**src/rtl/mem_bus_arbiter.sv**
```systemverilog
// mem_bus_arbiter: shares one MFA/MFC 4-phase memory bus between instruction
// fetch (port 0) and data load/store (port 1) with round-robin on contention.
// Address, write data, READ_WRITE and WORD_BYTE are muxed to memory from the
// registered GRANT; MFC and read data are routed back to the owner.
// Optional feature: define BUS_TIMEOUT_EN to add a BUSY-cycle watchdog that
// completes a hung transfer with BUS_ERR set after TMO_CYC cycles.
module mem_bus_arbiter #(
  parameter int AW      = 32,
  parameter int DW      = 32,
  parameter int TMO_CYC = 255
) (
  input  logic            Clk,
  input  logic            Reset,
  input  logic [1:0]      MFA,
  input  logic [1:0]      READ_WRITE,
  input  logic [1:0]      WORD_BYTE,
  input  logic [2*AW-1:0] ADDR,
  input  logic [2*DW-1:0] WDATA,
  output logic [1:0]      MFC,
  output logic [DW-1:0]   RDATA,
  output logic [1:0]      GRANT,
  output logic            BUS_ERR,
  output logic            mem_mfa,
  output logic            mem_rw,
  output logic            mem_wb,
  output logic [AW-1:0]   mem_addr,
  output logic [DW-1:0]   mem_wdata,
  input  logic [DW-1:0]   mem_rdata,
  input  logic            mem_mfc
);

  typedef enum logic [1:0] {
    S_IDLE = 2'd0,
    S_BUSY = 2'd1,
    S_REL  = 2'd2
  } state_t;

  // The watchdog counter is 8 bits wide, so the limit must fit in it.
  if (TMO_CYC < 1 || TMO_CYC > 255) begin : g_tmo_range
    $error("mem_bus_arbiter: TMO_CYC must be in 1..255");
  end

  state_t        state_q;
  logic [1:0]    grant_q;
  logic [1:0]    mfc_q;
  logic          last_owner_q;
  logic [DW-1:0] rdata_q;
  logic          mem_mfa_q;

  logic          owner;
  logic [1:0]    owner_oh;
  logic          pick_d;

  // Owner index comes from the registered grant; idle (00) selects port 0.
  assign owner    = grant_q[1];
  assign owner_oh = owner ? 2'b10 : 2'b01;

  // Winner for the next grant: a lone requester wins, a tie goes to the
  // port that did not own the bus last.
  always_comb begin
    pick_d = MFA[1];
    if (MFA == 2'b11) begin
      pick_d = ~last_owner_q;
    end
  end

  // Bus muxes follow GRANT only, never the raw request lines.
  assign mem_addr  = owner ? ADDR[2*AW-1:AW]  : ADDR[AW-1:0];
  assign mem_wdata = owner ? WDATA[2*DW-1:DW] : WDATA[DW-1:0];
  assign mem_rw    = READ_WRITE[owner];
  assign mem_wb    = WORD_BYTE[owner];

  assign MFC     = mfc_q;
  assign GRANT   = grant_q;
  assign RDATA   = rdata_q;
  assign mem_mfa = mem_mfa_q;

`ifdef BUS_TIMEOUT_EN
  localparam logic [7:0] TMO_LAST = 8'(TMO_CYC - 1);

  logic [7:0] tmo_q;
  logic       bus_err_q;

  assign BUS_ERR = bus_err_q;
`else
  assign BUS_ERR = 1'b0;
`endif

  // Arbitration FSM: IDLE grants, BUSY waits for memory, RELEASE waits for
  // the owner and memory to both drop their handshake lines.
  always_ff @(posedge Clk or posedge Reset) begin
    if (Reset) begin
      state_q      <= S_IDLE;
      grant_q      <= 2'b00;
      mfc_q        <= 2'b00;
      last_owner_q <= 1'b1;
      rdata_q      <= '0;
      mem_mfa_q    <= 1'b0;
`ifdef BUS_TIMEOUT_EN
      tmo_q        <= 8'd0;
      bus_err_q    <= 1'b0;
`endif
    end else begin
      case (state_q)
        S_IDLE: begin
          if (|MFA) begin
            grant_q   <= pick_d ? 2'b10 : 2'b01;
            mem_mfa_q <= 1'b1;
            state_q   <= S_BUSY;
`ifdef BUS_TIMEOUT_EN
            tmo_q     <= 8'd0;
`endif
          end
        end
        S_BUSY: begin
`ifdef BUS_TIMEOUT_EN
          tmo_q <= tmo_q + 8'd1;
`endif
          if (mem_mfc) begin
            if (READ_WRITE[owner]) begin
              rdata_q <= mem_rdata;
            end
            mfc_q     <= owner_oh;
            mem_mfa_q <= 1'b0;
            state_q   <= S_REL;
          end
`ifdef BUS_TIMEOUT_EN
          else if (tmo_q == TMO_LAST) begin
            bus_err_q <= 1'b1;
            mfc_q     <= owner_oh;
            mem_mfa_q <= 1'b0;
            state_q   <= S_REL;
          end
`endif
        end
        S_REL: begin
          if (!MFA[owner] && !mem_mfc) begin
            mfc_q        <= 2'b00;
            last_owner_q <= owner;
            grant_q      <= 2'b00;
            state_q      <= S_IDLE;
`ifdef BUS_TIMEOUT_EN
            bus_err_q    <= 1'b0;
`endif
          end
        end
        default: begin
          grant_q   <= 2'b00;
          mfc_q     <= 2'b00;
          mem_mfa_q <= 1'b0;
          state_q   <= S_IDLE;
        end
      endcase
    end
  end

endmodule
```
**config.mk**
```make
export PLATFORM = sky130hd
export DESIGN_NAME = mem_bus_arbiter
export DESIGN_NICKNAME = d
export VERILOG_FILES = /design/src/rtl/mem_bus_arbiter.sv
export SDC_FILE = /design/constraint.sdc
export NUM_CORES = 1
export LEC_CHECK = 0
export BUFFER_PORTS_ARGS = -buffer_cell sky130_fd_sc_hd__buf_2
export CAP_MARGIN = 20
export CORE_AREA = 3 3 106 108
export CTS_BUF_LIST = sky130_fd_sc_hd__clkbuf_8
export CTS_CLUSTER_SIZE = 14
export DETAILED_ROUTE_END_ITERATION = 12
export DIE_AREA = 0 0 109 111
export GPL_TIMING_DRIVEN = 1
export PLACE_DENSITY = 0.69
export SETUP_SLACK_MARGIN = 0.02
export SYNTH_ARGS = -nofsm -noshare
export SYNTH_HDL_FRONTEND = slang
export SYNTH_SLANG_ARGS = --single-unit
```
**constraint.sdc**
```tcl
create_clock -name Clk -period 2.7 [get_ports Clk]
set_clock_uncertainty 0.1 [all_clocks]
set_input_delay 0.405 -clock Clk [delete_from_list [all_inputs] [get_ports Clk]]
set_output_delay 0.405 -clock Clk [all_outputs]
set_load 0.02 [all_outputs]
```
==> impl_results.md <==
* Part of the total power dissipated in combinational logic at 62.3%
* Largest family of logic cells by synthesized area: multiplexers
* Total gr overflow at 0
* Final Total Pwr at 4.199 mW
* Total nets after synthesis at 357
* Total power divided by cell area at 1043 nW/um2
* Pre-Repair DR Iteration Count at 4
* Post-route setup slack at 0.3860 ns
* Number of maximum-capacitance constraint violations at 0
* Initial Util at 23.63%
* Synth Area in XOR/XNOR at 0%
* Outcome: complete, no violations
* Cells after DPL at 584
* Synth cell types at 32
* Cell type with the highest aggregate area in the netlist: mux2_2
* Achievable clock frequency at 432.2 MHz
* All-layer global routing usage at 14.77%
* Max FO, Critical Path at 58
* Reported net switching power at 1.867 mW
* Half-perimeter wire length after detailed placement at 8.145 mm
* Layout Nets at 624
* Net Sw Frac at 44.46%
* Clock insertion delay at the later pin of the skew report at 0.28 ns
* Post-route fraction of the period consumed by the critical path at 85.70%
* Adder-cell area share of the yosys netlist at 0%
* Leakage Power at 2.116 nW
* Number of setup buffers added after CTS at 0
* Fraction of layout instances using a drive strength above 1 at 83.55%
* Standard cell core area at 10320 um2
* Setup WS pre-CTS at 0.7007 ns
* Final RePlAce weighted congestion at 0.8638
* Worst hold path type: in -> async
* Routed wire length at 9.474 mm
* Largest net degree at the start of global routing at 59
* Number of hold-slack violations in the final timing report at 0
* CTS Root Buffer Type: clkbuf_8
* Share of total power in the clock network at 11.3%
* Compound-cell area share of the yosys netlist at 5.231%
* Via count at 2590
* Number of buffers on the longest clock path at 2
* Average size of a mapped cell at 12.98 um2
* Area of the die at 12100 um2
* Clock-pin slew of the registers on the worst-case setup and hold paths at 0.08 ns
* Post-DRT Antenna Nets at 0
* Post-Syn Instances at 188
* Worst EP required at 2.19 ns
* Vertical die dimension at 111 um
* Sequential cell fraction of total power at 26.4%
* RSZ-0062 raised after global routing: no
* Critical path startpoint category: register
* Post-CTS sizing at 0
* Top post-synthesis cells by count: mux2_2, dfrtp_1, clkbuf_1, inv_1
* Number of enable flip-flop cells after synthesis at 0
* Cell area after synthesis at 2440 um2
* Final critical delay including setup and external delays at 2.314 ns
* Arrival time of data at the critical path endpoint at 1.81 ns
* Starting DRC count in detailed routing at 95
* Layout area overhead at 64.97%
* Overall die width at 109 um
* Final TNS setup at 0 ns
* CP endpoint kind: primary output
* Remaining routing DRC violations at 0
* Part of the Yosys area used for sequential elements at 41.08%
* Final routed wire length divided by cell count at 16.00 um
* Global-route wire length before repair at 14.26 mm
* Number of endpoints failing setup at the final stage at 0
* Synthesis Warnings at 0
* Synth area leaders: mux2_2, dfrtp_1, buf_6, clkbuf_1, dfstp_2
* Final antenna diode count at 0
* Internal portion of total power at 2.332 mW
* Basic-gate share of the synthesized area counting and, or, nand and nor cells at 2.872%
* Hold buffers post-CTS at 0
* Number of max-slew violations in the final report at 0
* Clock Sink Count at 40
* Proportion of synthesized flip-flops having asynchronous set or reset at 100.0%
* CTS H-Tree Depth at 2
* Via count of the first global-routing pass at 2797
* Count of input and output buffers at 271
* Average via count per standard cell at 4.375
* Number of antenna violations at the first check in global routing at 0
* Cts bufs inserted at 5
* Cell with the most instances after synthesis: mux2_2
* Non-Filler Instances at 592
* IO Count at 273
* Mux cell area share after synthesis at 46.26%
* Area share of the largest cell type after synthesis at 44.31%
* Std-Cell Rows at 37
* Category of the critical setup timing path: reg -> out
* Clock tree from TritonCTS: yes
* Most used DFF post-synth: dfrtp_1
* Worst-case vdd ir drop at 0.4623 mV
* Number of fill cells at 1042
* Register bit total from synthesis at 40
[cells in the final DEF, fill, tap and decap left out, types with 2 or more instances in the layout]
| cell | instances |
|---|---|
| nand2_1 | 2 |
| inv_1 | 7 |
| a32o_1 | 2 |
| dfrtp_1 | 38 |
| clkbuf_8 | 5 |
| and3b_1 | 2 |
| mux2_1 | 2 |
| nand3_1 | 2 |
| buf_2 | 271 |
| buf_4 | 2 |
| o21ai_0 | 2 |
| a21oi_1 | 3 |
| mux2_2 | 96 |
[cell families after synthesis]
family                 after synthesis
other                                1
multiplexers                       100
flip-flops                          40
AND/OR/NAND/NOR                     10
buffers and inverters               20
AO/OA/AOI/OAI                       17
[sequential cells by signal (all words and copies together), names as in the netlist]
register	count
MFC	2
mem_mfa	1
last_owner_q	1
RDATA	32
state_q	2
GRANT	2
[through the flow]
stage          utilization (%)  hold WS (ns)  area [um2]
6_report                 38.99        0.1274        4025
5_1_grt                  38.99        0.1844        4025
4_1_cts                  38.99        0.1434        4025
3_5_place_dp             37.95        0.3699        3918
3_3_place_gp             37.95        0.3594        3918
2_1_floorplan                -        0.3702        2440
[final timing paths]
| path | end | from | cells after the start | slack, ns |
|---|---|---|---|---|
| hold reg to reg | RDATA[11] | RDATA[11] | 1 | 0.38 |
| setup / recovery | mem_addr[19] | GRANT[1] | 3 | 0.39 |
| setup reg to reg | RDATA[26] | GRANT[1] | 4 | 0.72 |
| min in group Clk | RDATA[12] | mem_rdata[12] | 2 | 0.24 |
| max in group asynchronous | GRANT[1] | Reset | 3 | 2.00 |
| hold / removal | RDATA[16] | Reset | 3 | 0.13 |
[power by group through the flow]
stage                     Combinational (mW)  Sequential, mW  Clock (mW)
after detailed placement                2.64            1.13           0
after floorplan                         1.51            1.39           0
final                                   2.61            1.11       0.475
after global routing                    2.79            1.16       0.520
after CTS                               2.65            1.12       0.494
after global placement                  2.61            1.10           0
[critical path, stage by stage (launching register included)]
cell	delay (ns)
dfrtp_2	0.59
buf_12	0.32
mux2_2	0.39
buf_2	0.18
[per-layer routing]
| layer | GRT usage (%) | share of wire (%) | vias to the layer above |
|---|---|---|---|
| met5 | 0 | 0 | - |
| met4 | 3.704 | 1.7 | 0 |
| met3 | 3.436 | 8.9 | 12 |
| met2 | 27.93 | 53 | 157 |
| met1 | 16.14 | 36 | 1198 |
| li1 | - | - | 1223 |
[cell type report]
type,count,area [um2],area share [%]
multi-input combinational,128,1330,33.04
sequential,40,1003,24.93
clock buffer,5,68.82,1.710
clock inverter,3,38.79,0.9636
inverter,6,22.52,0.5595
timing repair buffer,274,1391,34.57
tap,136,170.2,4.228
No activity file was read; power rests on OpenSTA's default activity.
